File: src/rtl/sc_bitstream_decoder_pkg.sv
// Shared types and helpers for the stochastic bitstream decoder.
package sc_pkg;

   typedef enum logic [1:0] {SC_IDLE, SC_RUN, SC_HOLD} sc_dec_state_t;

   function automatic int unsigned sc_full_len(input int unsigned width);
      return (32'd1 << width) - 32'd1;
   endfunction

   // Scales an early-terminated ones count back to full range, clamping at all-ones.
   function automatic int unsigned sc_et_scale(input int unsigned ones,
                                               input int unsigned shift,
                                               input int unsigned width);
      int unsigned scaled;
      int unsigned max_val;
      scaled  = ones << shift;
      max_val = sc_full_len(width);
      return (scaled > max_val) ? max_val : scaled;
   endfunction

endpackage

File: src/rtl/sc_bitstream_decoder_ones_counter.sv
// Per-lane ones accumulator: synchronous clear wins over enable.
module sc_ones_counter #(
   parameter int WIDTH = 8
) (
   input  logic             clk,
   input  logic             rst_n,
   input  logic             clr,
   input  logic             en,
   input  logic             bit_in,
   output logic [WIDTH-1:0] count
);

   always_ff @(posedge clk or negedge rst_n) begin
      if (!rst_n)
         count <= '0;
      else if (clr)
         count <= '0;
      else if (en)
         count <= count + WIDTH'(bit_in);
   end

endmodule

File: src/rtl/sc_bitstream_decoder.sv
// Stochastic bitstream to binary decoder with valid/ready result hold.
// Optional early termination is compiled in with SC_ET_EN.
//
// state   | meaning
// SC_IDLE | waiting for start, last result still on Bzs
// SC_RUN  | accumulating valid samples until LEN reached
// SC_HOLD | result valid, waiting for out_ready
module sc_bitstream_decoder
   import sc_pkg::*;
#(
   parameter int WIDTH      = 8,
   parameter int NUM_INPUTS = 2
) (
   input  logic                  clk,
   input  logic                  rst_n,
   input  logic                  start,
   input  logic                  in_valid,
   input  logic [NUM_INPUTS-1:0] Xs,
`ifdef SC_ET_EN
   input  logic [$clog2(WIDTH+1)-1:0] et_log2,
`endif
   output logic [WIDTH-1:0]      Bzs [NUM_INPUTS-1:0],
   output logic                  out_valid,
   input  logic                  out_ready,
   output logic                  busy
);

   sc_dec_state_t    state_q, state_d;
   logic             start_acc;
   logic             sample;
   logic             last;
   logic [WIDTH-1:0] remain_q;
   logic [WIDTH-1:0] len_m1;
   logic [WIDTH-1:0] ones  [NUM_INPUTS];
   logic [WIDTH-1:0] tally [NUM_INPUTS];

   always_ff @(posedge clk or negedge rst_n) begin
      if (!rst_n)
         state_q <= SC_IDLE;
      else
         state_q <= state_d;
   end

   always_comb begin
      state_d   = state_q;
      start_acc = 1'b0;
      case (state_q)
         SC_IDLE: begin
            if (start) begin
               start_acc = 1'b1;
               state_d   = SC_RUN;
            end
         end
         SC_RUN: begin
            if (in_valid && remain_q == '0)
               state_d = SC_HOLD;
         end
         SC_HOLD: begin
            if (out_ready) begin
               if (start) begin
                  start_acc = 1'b1;
                  state_d   = SC_RUN;
               end else begin
                  state_d = SC_IDLE;
               end
            end
         end
         default: state_d = SC_IDLE;
      endcase
   end

   assign sample    = (state_q == SC_RUN) && in_valid;
   assign last      = sample && (remain_q == '0);
   assign busy      = (state_q == SC_RUN);
   assign out_valid = (state_q == SC_HOLD);

`ifdef SC_ET_EN
   localparam int ETW = $clog2(WIDTH+1);
   logic [ETW-1:0] et_q;
   int unsigned    shift;

   always_ff @(posedge clk or negedge rst_n) begin
      if (!rst_n)
         et_q <= '0;
      else if (start_acc)
         et_q <= et_log2;
   end

   // Length is decided from the live port at the accept edge; scaling uses the latched copy.
   always_comb begin
      len_m1 = WIDTH'(sc_full_len(WIDTH) - 32'd1);
      if (et_log2 < ETW'(WIDTH))
         len_m1 = WIDTH'((32'd1 << et_log2) - 32'd1);
      shift = 32'd0;
      if (et_q < ETW'(WIDTH))
         shift = 32'(WIDTH) - 32'(et_q);
   end
`else
   assign len_m1 = WIDTH'(sc_full_len(WIDTH) - 32'd1);
`endif

   // Down-counter of samples still owed; terminal count marks the final sample.
   always_ff @(posedge clk or negedge rst_n) begin
      if (!rst_n)
         remain_q <= '0;
      else if (start_acc)
         remain_q <= len_m1;
      else if (sample && remain_q != '0)
         remain_q <= remain_q - 1'b1;
   end

   for (genvar i = 0; i < NUM_INPUTS; i++) begin : g_lane
      sc_ones_counter #(.WIDTH(WIDTH)) u_cnt (
         .clk    (clk),
         .rst_n  (rst_n),
         .clr    (start_acc),
         .en     (sample),
         .bit_in (Xs[i]),
         .count  (ones[i])
      );
   end

   always_comb begin
      for (int i = 0; i < NUM_INPUTS; i++)
         tally[i] = ones[i] + WIDTH'(Xs[i]);
   end

   // Result register is separate from the counters so Bzs survives the next start.
   always_ff @(posedge clk or negedge rst_n) begin
      if (!rst_n) begin
         for (int i = 0; i < NUM_INPUTS; i++)
            Bzs[i] <= '0;
      end else if (last) begin
         for (int i = 0; i < NUM_INPUTS; i++)
`ifdef SC_ET_EN
            Bzs[i] <= WIDTH'(sc_et_scale(32'(tally[i]), shift, WIDTH));
`else
            Bzs[i] <= tally[i];
`endif
      end
   end

endmodule

File: config.mk
export PLATFORM = sky130hd
export DESIGN_NAME = sc_bitstream_decoder
export DESIGN_NICKNAME = d
export VERILOG_FILES = /design/src/rtl/sc_bitstream_decoder_pkg.sv /design/src/rtl/sc_bitstream_decoder_ones_counter.sv /design/src/rtl/sc_bitstream_decoder.sv
export SDC_FILE = /design/constraint.sdc
export NUM_CORES = 1
export LEC_CHECK = 0
export BUFFER_PORTS_ARGS = -buffer_cell sky130_fd_sc_hd__buf_2
export CORE_UTILIZATION = 35
export DETAILED_ROUTE_END_ITERATION = 16
export PLACE_DENSITY = 0.5
export SYNTH_ARGS = -nofsm -noshare
export SYNTH_HDL_FRONTEND = slang
export SYNTH_SLANG_ARGS = --single-unit
File: constraint.sdc
create_clock -name clk -period 2.3 [get_ports clk]
set_input_delay 0.345 -clock clk [delete_from_list [all_inputs] [get_ports clk]]
set_output_delay 0.345 -clock clk [all_outputs]
set_load 0.03 [all_outputs]
### Word level (Yosys, flattened, before mapping)

Cells that the tools add are included.

* bits in registers: 42
* bits of input ports: 7
* output and inout bits: 18

* add/sub/neg operators: 3
* equality and inequality tests: 5
* muxes and demuxes: 14
* reductions and logical operators: 10

Operators by type and width (number)
* 2-to-1 mux 8 bit: 6
* adder 8 x 1 -> 8 bit: 2
* zero test 8 bit: 1
* nonzero test 8 bit: 1
* subtractor 8 x 1 -> 8 bit (second input constant): 1
* 2-to-1 mux 2 bit: 3
* one-hot mux 2 bit (3 select lines): 1
* logical AND 1 bit: 4
* != test 2 x 1 -> 1 bit (second input constant): 2
* nonzero test 2 bit: 2
* 2-to-1 mux 1 bit: 3
* AND reduction 3 bit: 1
* equality test 2 x 1 -> 1 bit (second input constant): 1
* equality test 2 bit (second input constant): 1
* zero test 2 bit: 1
* != test 2 bit (second input constant): 1
* one-hot mux 1 bit (2 select lines): 1

### Logic depth before layout (Yosys ltp)

* depth after elaboration: 5
* depth in mapped cells: 8
* mapped depth without buffers: 6

### Modules after synthesis

From an unflattened synthesis, not the netlist that was laid out.

* cells, all modules: 209
* area total of the unflattened synthesis: 2215.9 um2

By module, submodules not included
* sc_bitstream_decoder: times used 1, cells an instance 133, area an instance 1387.6 um2
* sc_ones_counter: times used 2, cells an instance 38, area an instance 414.1 um2

### Least setup slack after synthesis

Ideal clock, no wire load.

* kind: register to register
* start point: register remain_q[4]
* end point: register Bzs[0] (netlist name)
* library setup time: 125 ps
* arrival: 1808 ps
* required time: 2175 ps
* setup slack: 366 ps
* cell stages (with the launch flop): 5
* path buffers: 1
* period minus slack after synthesis: 1934 ps
* path through: dfrtp_1 -> or4_4 -> or4_4 -> buf_6 -> mux2_4

* word-level cells in the longest chain between the ends: 2

RTL lines
* from (decl): line sc_bitstream_decoder.sv:32 `logic [WIDTH-1:0] remain_q;`
* from (signal assigned): line sc_bitstream_decoder.sv:107 `remain_q <= len_m1;`
* from (signal assigned): line sc_bitstream_decoder.sv:109 `remain_q <= remain_q - 1'b1;`
* zero test 8 bit: line sc_bitstream_decoder.sv:73 `assign last = sample && (remain_q == '0);`
* logical AND 1 bit: line sc_bitstream_decoder.sv:73
* to (signal, indexed assignment): line sc_bitstream_decoder.sv:138 `Bzs[i] <= tally[i];`
* to (decl): line sc_bitstream_decoder.sv:22 `output logic [WIDTH-1:0] Bzs [NUM_INPUTS-1:0],`

Every way passes these cells.
A chain may end at the register's enable or synchronous reset.

### Worst setup path after layout

* start point: register remain_q[4]
* end point: register Bzs[8] (netlist name)

Same word-level chain as after synthesis.

==> flow_metrics.tcl <==
set metrics [dict create \
    min_period_ns 2.09 \
    cts_sinks 42 \
    yosys.area.top_type "dfrtp_1" \
    end_kind "register" \
    netlist_top_cells_area "dfrtp_1, o21ai_0, nand2_1" \
    cts_resized 0 \
    p_int_mw 1.35 \
    ys_seq_elements 42 \
    synth-async-reset-ratio_pct 100 \
    finalSetupTns_ns 0 \
    first_global_vias 1476 \
    grt_pass1_wl_mm 7.12 \
    cp_common_cell "or4_4" \
    layout-drive-gt1-share_pct 19.0 \
    start_util_pct 36.6 \
    synth-compound-area-share_pct 16.5 \
    die-area_um2 6140 \
    maxCapViolCount 0 \
    fill_cells 563 \
    synth_xor_area_share_pct 5.15 \
    cts-root-buf "clkbuf_8" \
    power_density_nw_per_um2 820 \
    muxShareOfSynthArea_pct 3.43 \
    crit_fanout 29 \
    ant_nets 0 \
    vias_per_cell 5.02 \
    fp-row-count 27 \
    synthToLayoutAreaGrowth_pct 15.7 \
    avgRoutedWirePerCell_um 13.5 \
    crit_required_ns 2.48 \
    synth-warning-count 0 \
    path_class "register to register" \
    maxSlewViolCount 0 \
    cp_top_family "simple AND/OR/NAND/NOR gates" \
    synth.distinct_cells 31 \
    swShare_pct 30.4 \
    wl_mm 4.09 \
    worstSetupStartpointType "register" \
    hold_class "input pin to register" \
    yosys.area.top_type_share_pct 51.5 \
    grt_overflow 0 \
    drc 0 \
    cts_setup_buffers 0 \
    antennaDiodeCount 0 \
    ioPinCount 25 \
    clk_pin_slew_ns 0.08 \
    combPwrFrac_pct 21.1 \
    antenna_found_initial 0 \
    netSwitchingPower_mw 0.590 \
    dp_hpwl_mm 2.81 \
    timing.final.crit_share_pct 91.1 \
    power_frac_clock_pct 30.0 \
    seq_power_share_pct 48.8 \
    vias 1522 \
    drt-initial-drc-count 83 \
    p_leak_nw 1.09 \
    worst_pin_slew_ns 0.476 \
    syn_avg_cell_area_um2 10.1 \
    rsz0062_at_grt "false" \
    grt_max_degree 30 \
    irDropWorstVdd_mv 0.412 \
    dieHeight_um 78.4 \
    fp.dieW_um 78.4 \
    dr.pass1.iters 4 \
    synth_seq_area_share_pct 51.5 \
    slew_headroom_pct 68.0 \
    hold_violations 0 \
    insertion_delay_ns 0.29 \
    cts_tree "done" \
    synthFlopType "dfrtp_1" \
    slowest_delay_ns 0.61 \
    worst-path-buf-inv 0 \
    worstPathCellList "or4_4 > or4_4 > mux2_4" \
    cts_buffers 5 \
    synth_edf_count 0 \
    syn_area_um2 2040 \
    fin_worst_skew_ns 0.00862 \
    layout_commonest_cell "dfrtp_1" \
    crit_arrival_ns 2.27 \
    synth_fp_nets 215 \
    clockBufferDepth 2 \
    htreeDepth 2 \
    mostFrequentLayoutCells "dfrtp_1, o21ai_0, nand2_1, buf_2, nor2_1" \
    status "complete, no violations" \
    setup_viol 0 \
    io_buffers 24 \
    whs_ns 0.263 \
    fmax_ghz 0.477 \
    gp_congestion 0.713 \
    track_usage_pct 15.0 \
    core_um2 5570 \
    final_nets 243 \
    synthAdderAreaFrac_pct 3.68 \
    synth_top_family_by_area "compound AO/OA/AOI/OAI gates" \
    syn_inst 202 \
    crit_slowest_cell "or4_4" \
    synthSimpleGateAreaFrac_pct 16.1 \
]
[what timing repair did]
action / in CTS / in global routing
hold buffers: 1 / 0
hold endpoints to repair: 11 / 0
endpoints found under the setup margin: 0 / 0
[logic make-up (layout without fill, tap and decap cells)]
kind of cell / after synthesis / after routing
simple gates: 66 / 66
compound gates: 55 / 55
flops: 42 / 42
buf+inv: 16 / 45
xor+xnor: 12 / 12
fa+ha+maj: 6 / 6
mux: 5 / 5
[worst paths after layout]
| path | start | to | slack [ns] | depth (start not counted) |
|---|---|---|---|---|
| hold reg to reg | Bzs[2] | Bzs[2] | 0.48 | 2 |
| hold / removal | out_ready | state_q[1] | 0.26 | 2 |
| max in group asynchronous | rst_n | Bzs[12] | 1.31 | 3 |
| min in group asynchronous | rst_n | g_lane[1].u_cnt.count[5] | 0.46 | 2 |
| setup / recovery | remain_q[4] | Bzs[8] | 0.21 | 3 |
| setup reg to reg | remain_q[4] | Bzs[8] | 0.21 | 3 |
[state kept, by name, summed over array words and instances, names as in the netlist]
| name | flops |
|---|---|
| g_lane.u_cnt.count | 16 |
| remain_q | 8 |
| state_q | 2 |
| Bzs | 16 |
[worst reg2reg max path, cell delays in order (launching register included)]
cell     delay (ns)
dfrtp_1        0.43
or4_4          0.59
or4_4          0.61
mux2_4         0.35
[metal layers]
metal  part of all wire, %  GRT usage [%]
met1                    51           20.0
met5                     0              0
met3                   2.9           3.84
met4                  0.88           5.00
met2                    45           23.7
[synth_stat cells, drive strengths merged (4+ instances only)]
library cell	number
dfrtp	42
o21ai	28
nand2	24
nor2	12
nand3	10
clkbuf	8
xnor2	7
ha	6
inv	6
o31ai	6
a22o	5
xor2	5
a21oi	4
a31oi	4
and3	4
mux2	4
or4	4
[layout make-up]
cell class	count	area (um2)	area share, %
clock buffer	5	68.8	2.91
inverter	6	22.5	0.953
tap	72	90.1	3.81
clock inverter	3	40.0	1.69
sequential	42	1050	44.5
timing repair buffer	31	175	7.41
multi-input combinational	144	916	38.8
[power by group through the flow]
stage | combinational [mW] | clock, mW | sequential [mW]
finish | 0.410 | 0.583 | 0.947
global route | 0.471 | 0.629 | 0.963
CTS | 0.414 | 0.602 | 0.944
detailed placement | 0.411 | 0 | 0.956
global placement | 0.410 | 0 | 0.957
floorplan | 0.291 | 0 | 0.945
[per-stage QoR]
stage	utilization (%)	cells	area (um2)	setup WS, ns	power, mW
floorplan	-	202	2040	0.366	1.24
global placement	40.3	294	2240	0.243	1.37
finish	42.4	303	2360	0.205	1.94
global route	42.4	303	2360	0.155	2.06
detailed placement	40.3	294	2240	0.221	1.37
CTS	42.4	303	2360	0.204	1.96
Power figures use the tool's default switching activity.
